$ cat src/rtl/stream_demux_pkg.sv
// ----------------------------------------------------------------------------
// demux_pkg
// Shared types and constants for the stream_demux block.
//   demux_mode_t : target selection mode (sideband select or round-robin)
//   DEMUX_*_DEF  : default word width / channel count
//   BEAT_CNT_W   : width of the delivered-word counter
//   rr_next()    : next round-robin pointer value, wrapping at n-1
// ----------------------------------------------------------------------------
package demux_pkg;

  typedef enum logic {
    MODE_SEL = 1'b0,
    MODE_RR  = 1'b1
  } demux_mode_t;

  localparam int DEMUX_WIDTH_DEF = 4;
  localparam int DEMUX_N_DEF     = 4;
  localparam int BEAT_CNT_W      = 8;

  // Pointer wraps explicitly at n-1 so non power-of-two channel counts never
  // address a channel that does not exist.
  function automatic int unsigned rr_next(input int unsigned ptr,
                                          input int unsigned n);
    if (ptr >= (n - 32'd1)) begin
      return 32'd0;
    end else begin
      return ptr + 32'd1;
    end
  endfunction

endpackage

$ cat src/rtl/stream_demux_if.sv
// ----------------------------------------------------------------------------
// stream_demux_if
// Bundles the input stream and the N output channels of stream_demux.
//   in_data/in_sel/in_mode/in_valid/in_ready : single input stream + sideband
//   out_data  : N*WIDTH, channel k at [k*WIDTH +: WIDTH]
//   out_valid : per-channel slot full
//   out_ready : per-channel consumer ready
// Modports: slave = the demux itself, master = the producer/consumer side.
// ----------------------------------------------------------------------------
interface stream_demux_if
  import demux_pkg::*;
#(
  parameter int WIDTH = DEMUX_WIDTH_DEF,
  parameter int N     = DEMUX_N_DEF
);

  localparam int SELW = $clog2(N);

  logic [WIDTH-1:0]   in_data;
  logic [SELW-1:0]    in_sel;
  logic               in_mode;
  logic               in_valid;
  logic               in_ready;
  logic [N*WIDTH-1:0] out_data;
  logic [N-1:0]       out_valid;
  logic [N-1:0]       out_ready;

  modport slave (
    input  in_data, in_sel, in_mode, in_valid, out_ready,
    output in_ready, out_data, out_valid
  );

  modport master (
    output in_data, in_sel, in_mode, in_valid, out_ready,
    input  in_ready, out_data, out_valid
  );

endinterface

$ cat src/rtl/stream_demux_slot.sv
// ----------------------------------------------------------------------------
// demux_slot
// One-entry holding register for a single output channel.
//   clk, rst_n : clock, asynchronous active-low reset
//   load       : accept din this cycle (wins over drain: data replaced)
//   din        : word to capture
//   drain      : consumer ready; empties the slot when not reloaded
//   valid      : slot full (registered)
//   data       : held word (registered; keeps last value after draining)
// ----------------------------------------------------------------------------
module demux_slot #(
  parameter int WIDTH = 4
) (
  input  logic             clk,
  input  logic             rst_n,
  input  logic             load,
  input  logic [WIDTH-1:0] din,
  input  logic             drain,
  output logic             valid,
  output logic [WIDTH-1:0] data
);

  logic             valid_r;
  logic [WIDTH-1:0] data_r;

  // Slot occupancy: load has priority so a drain+load keeps the slot full.
  always_ff @(posedge clk or negedge rst_n) begin
    if (!rst_n) begin
      valid_r <= 1'b0;
    end else if (load) begin
      valid_r <= 1'b1;
    end else if (drain) begin
      valid_r <= 1'b0;
    end else begin
      valid_r <= valid_r;
    end
  end

  // Slot payload: captured only on load, otherwise held.
  always_ff @(posedge clk or negedge rst_n) begin
    if (!rst_n) begin
      data_r <= {WIDTH{1'b0}};
    end else if (load) begin
      data_r <= din;
    end else begin
      data_r <= data_r;
    end
  end

  assign valid = valid_r;
  assign data  = data_r;

endmodule

$ cat src/rtl/stream_demux.sv
// ----------------------------------------------------------------------------
// stream_demux
// Registered 1-to-N stream demultiplexer. Each accepted input word is steered
// to one channel's one-entry slot, chosen by in_sel (MODE_SEL) or by an
// internal round-robin pointer (MODE_RR). Backpressure is per target channel.
//   clk, rst_n : clock, asynchronous active-low reset
//   bus        : stream_demux_if.slave (input stream + N output channels)
//   rr_ptr     : current round-robin pointer
//   sel_err    : one-cycle pulse after a word addressed past N-1 was dropped
//   beat_cnt   : words delivered into slots, wraps modulo 256
// ----------------------------------------------------------------------------
module stream_demux
  import demux_pkg::*;
#(
  parameter  int WIDTH = DEMUX_WIDTH_DEF,
  parameter  int N     = DEMUX_N_DEF,
  localparam int SELW  = $clog2(N)
) (
  input  logic                  clk,
  input  logic                  rst_n,
  stream_demux_if.slave         bus,
  output logic [SELW-1:0]       rr_ptr,
  output logic                  sel_err,
  output logic [BEAT_CNT_W-1:0] beat_cnt
);

  demux_mode_t           mode_s;
  logic [SELW-1:0]       tgt_s;
  logic                  tgt_ok_s;
  logic                  in_ready_s;
  logic                  accept_s;
  logic [N-1:0]          load_s;
  logic [N-1:0]          valid_s;
  logic [WIDTH-1:0]      data_s [N];
  logic [SELW-1:0]       rr_ptr_r;
  logic                  sel_err_r;
  logic [BEAT_CNT_W-1:0] beat_cnt_r;

  // Target channel for this cycle and whether that channel exists (a select
  // past N-1 is only reachable in MODE_SEL with non power-of-two N).
  always_comb begin
    mode_s = demux_mode_t'(bus.in_mode);
    if (mode_s == MODE_RR) begin
      tgt_s = rr_ptr_r;
    end else begin
      tgt_s = bus.in_sel;
    end
    tgt_ok_s = (32'(tgt_s) < N);
  end

  // Input ready: a nonexistent target always accepts (and drops); otherwise
  // the target slot must be empty or draining this cycle. No in_data path.
  always_comb begin
    in_ready_s = 1'b1;
    for (int k = 0; k < N; k++) begin
      if (tgt_ok_s && (32'(tgt_s) == k)) begin
        in_ready_s = ~valid_s[k] | bus.out_ready[k];
      end else begin
        in_ready_s = in_ready_s;
      end
    end
  end

  assign accept_s = bus.in_valid & in_ready_s;

  // One-hot load strobe to the addressed slot for an accepted, valid target.
  always_comb begin
    load_s = {N{1'b0}};
    for (int k = 0; k < N; k++) begin
      load_s[k] = accept_s & tgt_ok_s & (32'(tgt_s) == k);
    end
  end

  for (genvar k = 0; k < N; k++) begin : g_slot
    demux_slot #(
      .WIDTH (WIDTH)
    ) u_slot (
      .clk   (clk),
      .rst_n (rst_n),
      .load  (load_s[k]),
      .din   (bus.in_data),
      .drain (bus.out_ready[k]),
      .valid (valid_s[k]),
      .data  (data_s[k])
    );
  end

  // Pack the per-channel slot payloads onto the flat output bus.
  always_comb begin
    bus.out_data = {(N*WIDTH){1'b0}};
    for (int k = 0; k < N; k++) begin
      bus.out_data[k*WIDTH +: WIDTH] = data_s[k];
    end
  end

  assign bus.out_valid = valid_s;
  assign bus.in_ready  = in_ready_s;

  // Round-robin pointer: moves only on an accepted word in MODE_RR, so a
  // stalled channel stalls the input rather than being skipped.
  always_ff @(posedge clk or negedge rst_n) begin
    if (!rst_n) begin
      rr_ptr_r <= {SELW{1'b0}};
    end else if (accept_s && (mode_s == MODE_RR)) begin
      rr_ptr_r <= SELW'(rr_next(32'(rr_ptr_r), N));
    end else begin
      rr_ptr_r <= rr_ptr_r;
    end
  end

  // Discard indication, registered so it pulses the cycle after the drop.
  always_ff @(posedge clk or negedge rst_n) begin
    if (!rst_n) begin
      sel_err_r <= 1'b0;
    end else begin
      sel_err_r <= accept_s & ~tgt_ok_s;
    end
  end

  // Delivered-word counter: counts slot loads only, wraps naturally.
  always_ff @(posedge clk or negedge rst_n) begin
    if (!rst_n) begin
      beat_cnt_r <= {BEAT_CNT_W{1'b0}};
    end else if (accept_s && tgt_ok_s) begin
      beat_cnt_r <= beat_cnt_r + BEAT_CNT_W'(1);
    end else begin
      beat_cnt_r <= beat_cnt_r;
    end
  end

  assign rr_ptr   = rr_ptr_r;
  assign sel_err  = sel_err_r;
  assign beat_cnt = beat_cnt_r;

endmodule

$ cat src/flat_wrapper.sv
// flat-port wrapper written by rule: the top's interface ports become plain ports
module stream_demux_flat import demux_pkg::*;
#(
  parameter  int WIDTH = DEMUX_WIDTH_DEF,
  parameter  int N     = DEMUX_N_DEF,
  localparam int SELW  = $clog2(N)
)
  (clk, rst_n, rr_ptr, sel_err, beat_cnt, bus_in_data, bus_in_sel, bus_in_mode, bus_in_valid, bus_out_ready, bus_in_ready, bus_out_data, bus_out_valid);
  stream_demux_if #(.WIDTH(WIDTH), .N(N)) bus_i ();
  input  logic clk;
  input  logic rst_n;
  output logic [SELW-1:0] rr_ptr;
  output logic sel_err;
  output logic [BEAT_CNT_W-1:0] beat_cnt;
  input wire logic [$bits(bus_i.in_data)-1:0] bus_in_data;
  input wire logic [$bits(bus_i.in_sel)-1:0] bus_in_sel;
  input wire logic [$bits(bus_i.in_mode)-1:0] bus_in_mode;
  input wire logic [$bits(bus_i.in_valid)-1:0] bus_in_valid;
  input wire logic [$bits(bus_i.out_ready)-1:0] bus_out_ready;
  output wire logic [$bits(bus_i.in_ready)-1:0] bus_in_ready;
  output wire logic [$bits(bus_i.out_data)-1:0] bus_out_data;
  output wire logic [$bits(bus_i.out_valid)-1:0] bus_out_valid;
  assign bus_i.in_data = bus_in_data;
  assign bus_i.in_sel = bus_in_sel;
  assign bus_i.in_mode = bus_in_mode;
  assign bus_i.in_valid = bus_in_valid;
  assign bus_i.out_ready = bus_out_ready;
  assign bus_in_ready = bus_i.in_ready;
  assign bus_out_data = bus_i.out_data;
  assign bus_out_valid = bus_i.out_valid;
  stream_demux #(.WIDTH(WIDTH), .N(N)) u_core (.clk(clk), .rst_n(rst_n), .bus(bus_i), .rr_ptr(rr_ptr), .sel_err(sel_err), .beat_cnt(beat_cnt));
endmodule
$ cat config.mk
export PLATFORM = sky130hd
export DESIGN_NAME = stream_demux_flat
export DESIGN_NICKNAME = d
export VERILOG_FILES = /design/src/rtl/stream_demux_pkg.sv /design/src/rtl/stream_demux_if.sv /design/src/rtl/stream_demux_slot.sv /design/src/rtl/stream_demux.sv /design/src/flat_wrapper.sv
export SDC_FILE = /design/constraint.sdc
export NUM_CORES = 1
export LEC_CHECK = 0
export CAP_MARGIN = 20
export CELL_PAD_IN_SITES_DETAIL_PLACEMENT = 1
export CELL_PAD_IN_SITES_GLOBAL_PLACEMENT = 2
export CORE_MARGIN = 3
export CORE_UTILIZATION = 30
export DETAILED_ROUTE_END_ITERATION = 10
export GPL_TIMING_DRIVEN = 0
export PLACE_DENSITY_LB_ADDON = 0.1
export SYNTH_ARGS = -nofsm -noshare
export SYNTH_HDL_FRONTEND = slang
export SYNTH_HIERARCHICAL = 1
export SYNTH_SLANG_ARGS = --single-unit
$ cat constraint.sdc
create_clock -name clk -period 3.5 [get_ports clk]
set_input_delay 0.7 -clock clk [delete_from_list [all_inputs] [get_ports clk]]
set_output_delay 0.7 -clock clk [all_outputs]
set_load 0.005 [all_outputs]
==> report_table.html <==
<table>
<tr><th>Metric</th><th>Value</th></tr>
<tr><th colspan="2">Placement</th></tr>
<tr><td>Weighted congestion reported at the end of routability-driven placement</td><td>0.755</td></tr>
<tr><td>HPWL after detailed placement</td><td>~2300 um</td></tr>
<tr><td>IO buf count</td><td>44</td></tr>
<tr><th colspan="2">Timing</th></tr>
<tr><td>Relative slew slack</td><td>0.443</td></tr>
<tr><td>Final critical delay including setup and external delays</td><td>between 3 and 4 ns</td></tr>
<tr><td>Worst Tran Pin Value</td><td>0.830 ns</td></tr>
<tr><td>Share of the clock period used by the worst path</td><td>0.902</td></tr>
<tr><td>Setup-failing EPs final</td><td>0</td></tr>
<tr><td>RSZ-0062 raised after global routing</td><td>no</td></tr>
<tr><td>Endpoints failing hold</td><td>0</td></tr>
<tr><td>Final hold slack</td><td>around 0.47 ns</td></tr>
<tr><td>Maximum achievable frequency</td><td>between 300 and 400 MHz</td></tr>
<tr><td>Worst-case clock skew</td><td>0.00694 ns</td></tr>
<tr><td>Number of pins exceeding their max-slew limit in the final report</td><td>0</td></tr>
<tr><td>Total negative slack for setup checks</td><td>0 ns</td></tr>
<tr><th colspan="2">Worst setup path</th></tr>
<tr><td>Worst EP required</td><td>roughly 2.8 ns</td></tr>
<tr><td>Maximum cell stage delay along the critical path</td><td>between 0.5 and 0.6 ns</td></tr>
<tr><td>Chain of cells forming the critical path</td><td>clkdlybuf4s50_1 -&gt; mux2i_4 -&gt; mux2_2 -&gt; mux2i_1 -&gt; clkdlybuf4s50_1</td></tr>
<tr><td>Arrival time of data at the critical path endpoint</td><td>about 2.5 ns</td></tr>
<tr><td>Max Fanout on Critical Path</td><td>5</td></tr>
<tr><td>Sort of element at the end of the critical path</td><td>output port</td></tr>
<tr><td>Worst Path Buf+Inv</td><td>2</td></tr>
<tr><td>Most frequent CP cell</td><td>sky130_fd_sc_hd__clkdlybuf4s50_1</td></tr>
<tr><td>Critical path startpoint category</td><td>primary input</td></tr>
<tr><td>Crit Path Class</td><td>primary input to output port</td></tr>
<tr><td>Slowest CP cell</td><td>sky130_fd_sc_hd__clkdlybuf4s50_1</td></tr>
<tr><td>Largest delay share family, worst path</td><td>buffers and inverters</td></tr>
<tr><th colspan="2">Global route</th></tr>
<tr><td>Number of global-route vias before repair</td><td>~1100</td></tr>
<tr><td>Number of antenna violations at the first check in global routing</td><td>0</td></tr>
<tr><td>Global-route usage over all layers</td><td>0.127</td></tr>
<tr><td>Leftover overflow at the end of global routing</td><td>0</td></tr>
<tr><td>Pin count of the biggest net entering global routing</td><td>17</td></tr>
<tr><td>Global-route wire length before repair</td><td>5100 um</td></tr>
<tr><th colspan="2">Clock network</th></tr>
<tr><td>Count of cells resized by post-cts repair</td><td>0</td></tr>
<tr><td>Later-pin clock latency in the skew report</td><td>approximately 0.27 ns</td></tr>
<tr><td>Clock root buffer</td><td>sky130_fd_sc_hd__clkbuf_8</td></tr>
<tr><td>CTS Buffer Depth</td><td>2</td></tr>
<tr><td>CTS Hold Bufs</td><td>0</td></tr>
<tr><td>Num Clock Sinks</td><td>30</td></tr>
<tr><td>CTS H-tree depth</td><td>2</td></tr>
<tr><td>CTS clk-pin slew, worst paths</td><td>roughly 0.06 ns</td></tr>
<tr><td>TritonCTS clock tree</td><td>built</td></tr>
<tr><td>Clock buffer count from CTS</td><td>5</td></tr>
<tr><td>Post-CTS setup-driven buffer insertion count</td><td>0</td></tr>
<tr><th colspan="2">Synth</th></tr>
<tr><td>Cell types occupying the most area after synthesis</td><td>sky130_fd_sc_hd__dfrtp_1 (57%), sky130_fd_sc_hd__mux2_2 (16%), sky130_fd_sc_hd__xnor2_1 (4.0%)</td></tr>
<tr><td>Number of instances in the synthesized netlist</td><td>96</td></tr>
<tr><td>Avg Cell Area, Syn</td><td>around 14 um2</td></tr>
<tr><td>Synth warnings</td><td>6</td></tr>
<tr><td>Post-synthesis cell area</td><td>about 1300 um2</td></tr>
<tr><td>Area fraction of the dominant cell type after synthesis</td><td>0.575</td></tr>
<tr><td>Post-Syn Nets</td><td>approximately 110</td></tr>
<tr><td>Post-synthesis register bit count</td><td>30</td></tr>
<tr><td>Netlist cell types</td><td>23</td></tr>
<tr><td>Part of the Yosys area used for sequential elements</td><td>0.575</td></tr>
<tr><td>Library cell with the largest summed area after synthesis</td><td>sky130_fd_sc_hd__dfrtp_1</td></tr>
<tr><th colspan="2">Cells and area</th></tr>
<tr><td>Multi-input logic area</td><td>roughly 540 um2</td></tr>
<tr><td>Layout Area Growth over Synthesis</td><td>50.4%</td></tr>
<tr><td>Area used by sequential logic in the layout</td><td>about 750 um2</td></tr>
<tr><td># fillers</td><td>between 400 and 500</td></tr>
<tr><td>Number of diodes</td><td>0</td></tr>
<tr><td>Leading cell type in the layout, fill and taps excluded</td><td>sky130_fd_sc_hd__clkdlybuf4s50_1</td></tr>
<tr><td>Final net count</td><td>approximately 160</td></tr>
<tr><td>Fraction of final layout cells with drive strength greater than 1</td><td>0.243</td></tr>
<tr><td>Commonest cells after routing, fill and taps aside</td><td>sky130_fd_sc_hd__clkdlybuf4s50_1 (43), sky130_fd_sc_hd__dfrtp_1 (30), sky130_fd_sc_hd__mux2_2 (18), sky130_fd_sc_hd__clkbuf_8 (6), sky130_fd_sc_hd__xnor2_1 (6)</td></tr>
<tr><th colspan="2">Route</th></tr>
<tr><td>Number of detailed-route iterations in the first pass</td><td>4</td></tr>
<tr><td>Wire per inst</td><td>14.8 um</td></tr>
<tr><td>Final antenna-violating net count</td><td>0</td></tr>
<tr><td>Per-cell via count in the routed design</td><td>between 4 and 5</td></tr>
<tr><td>Wirelength, routed</td><td>a little under 3000 um</td></tr>
<tr><td>Remaining routing DRC violations</td><td>0</td></tr>
<tr><td>Vias post-DR</td><td>908</td></tr>
<tr><td>Number of design-rule violations left by the first detailed-router iteration</td><td>14</td></tr>
<tr><th colspan="2">Floorplan</th></tr>
<tr><td>Standard-cell row count</td><td>23</td></tr>
<tr><td>Die Outline Area</td><td>between 5000 and 6000 um2</td></tr>
<tr><td>Top Ports</td><td>between 40 and 50</td></tr>
<tr><td>Core Footprint</td><td>4090 um2</td></tr>
<tr><td>X dimension of the die</td><td>between 70 and 80 um</td></tr>
<tr><td>Height of the die</td><td>72.0 um</td></tr>
<tr><td>Starting density of the core</td><td>0.320</td></tr>
<tr><th colspan="2">Job</th></tr>
<tr><td>Max Cap Viol</td><td>0</td></tr>
<tr><th colspan="2">Status</th></tr>
<tr><td>Status</td><td>finished, final reports clean</td></tr>
<tr><th colspan="2">Pwr</th></tr>
<tr><td>Pleak</td><td>~0.86 nW</td></tr>
<tr><td>Peak ir drop on the vdd network</td><td>~340 uV</td></tr>
<tr><td>Power per unit of standard cell area</td><td>between 800 and 900 nW/um2</td></tr>
<tr><th colspan="2">Min path</th></tr>
<tr><td>Worst hold path class</td><td>flop to flop</td></tr>
</table>
-- worst reg2reg max path: stages, from the launching register on --
cell	delay (ns)
sky130_fd_sc_hd__dfrtp_1	0.43
sky130_fd_sc_hd__mux2i_1	0.27
sky130_fd_sc_hd__nand2_1	0.16
sky130_fd_sc_hd__or2_2	0.31
sky130_fd_sc_hd__nor2_1	0.44
sky130_fd_sc_hd__mux2_2	0.41
-- worst paths after layout --
check | to | from | cells past startpoint | slack [ns]
worst max-delay path | bus_in_ready | bus_in_sel[1] | 5 | 0.34
worst min-delay path | u_core/beat_cnt[7] | u_core/beat_cnt[7] | 1 | 0.47
worst max register to register | u_core/g_slot[0].u_slot/data[1] | u_core/rr_ptr[0] | 5 | 1.38
worst min register to register | u_core/beat_cnt[7] | u_core/beat_cnt[7] | 1 | 0.47
max in group asynchronous | u_core/beat_cnt[5] | rst_n | 2 | 2.09
min in group asynchronous | u_core/g_slot[3].u_slot/data[0] | rst_n | 1 | 0.87
-- state kept, by name, summed over array words and instances (netlist names) --
name,flops
u_core/beat_cnt,8
u_core/g_slot.u_slot/data,16
u_core/g_slot.u_slot/valid,4
u_core/rr_ptr,2
-- cells by family after synthesis --
family                   Yosys count  share of synthesized area
flip-flops                        30                      0.575
XOR/XNOR                           7                     0.0469
multiplexers                      24                      0.206
AND/OR/NAND/NOR                   21                     0.0881
other                              1                    0.00287
buffers and inverters              6                     0.0201
adder cells (fa/ha/maj)            2                     0.0192
AO/OA/AOI/OAI                      5                     0.0421
-- report_power, final --
| group | switching (mW) | leakage [nW] | total, mW | internal (mW) |
|---|---|---|---|---|
| clock | 0.120 | 0.0573 | 0.347 | 0.227 |
| sequential | 0.119 | 0.366 | 0.624 | 0.505 |
| combinational | 0.217 | 0.437 | 0.669 | 0.452 |
-- final cells by class --
| type | instances | share of cell area |
|---|---|---|
| timing repair buffer | 45 | 0.239 |
| clock buffer | 6 | 0.0420 |
| sequential | 30 | 0.382 |
| tap | 50 | 0.0318 |
| inverter | 5 | 0.00955 |
| buffer | 1 | 0.00382 |
| multi-input combinational | 60 | 0.276 |
| clock inverter | 1 | 0.0153 |
-- layer usage --
layer,vias to the layer above,share of wire,wire (um),GRT usage
met3,2,0.075,221,0.0568
li1,432,-,-,-
met4,0,0.0020,6,0.0313
met2,30,0.50,1470,0.209
met5,-,0,0,0
met1,444,0.42,1240,0.153
-- per-stage QoR --
stage | setup slack [ns] | instances | cell area (um2) | util | power, mW
finish | 0.344 | 198 | 1960 | 0.481 | 1.64
detailed placement | 0.0301 | 191 | 1840 | 0.449 | 1.31
global route | 0.289 | 198 | 1960 | 0.481 | 1.76
CTS | 0.0268 | 198 | 1950 | 0.477 | 1.67
global placement | 0.0614 | 190 | 1810 | 0.443 | 1.27
floorplan | 1.25 | 96 | 1310 | - | 0.880
-- cell usage after synthesis --
| cell type | instances |
|---|---|
| sky130_fd_sc_hd__nor3_1 | 2 |
| sky130_fd_sc_hd__nand4_1 | 4 |
| sky130_fd_sc_hd__and2b_1 | 1 |
| sky130_fd_sc_hd__mux2_1 | 2 |
| sky130_fd_sc_hd__xor2_1 | 1 |
| sky130_fd_sc_hd__nand2b_1 | 3 |
| sky130_fd_sc_hd__or2_2 | 1 |
| sky130_fd_sc_hd__mux2i_1 | 3 |
| sky130_fd_sc_hd__buf_4 | 1 |
| sky130_fd_sc_hd__nand2_1 | 3 |
| sky130_fd_sc_hd__xnor2_1 | 6 |
| sky130_fd_sc_hd__nand2_2 | 1 |
| sky130_fd_sc_hd__o22ai_4 | 1 |
| sky130_fd_sc_hd__dfrtp_1 | 30 |
| sky130_fd_sc_hd__ha_1 | 2 |
| sky130_fd_sc_hd__conb_1 | 1 |
| sky130_fd_sc_hd__nor2b_1 | 1 |
| sky130_fd_sc_hd__a21o_2 | 4 |
| sky130_fd_sc_hd__and3_1 | 2 |
| sky130_fd_sc_hd__mux2_2 | 18 |
| sky130_fd_sc_hd__mux2i_2 | 1 |
| sky130_fd_sc_hd__inv_1 | 5 |
| sky130_fd_sc_hd__nor2_1 | 3 |
Note: power is estimated with default switching activity, not from simulation.
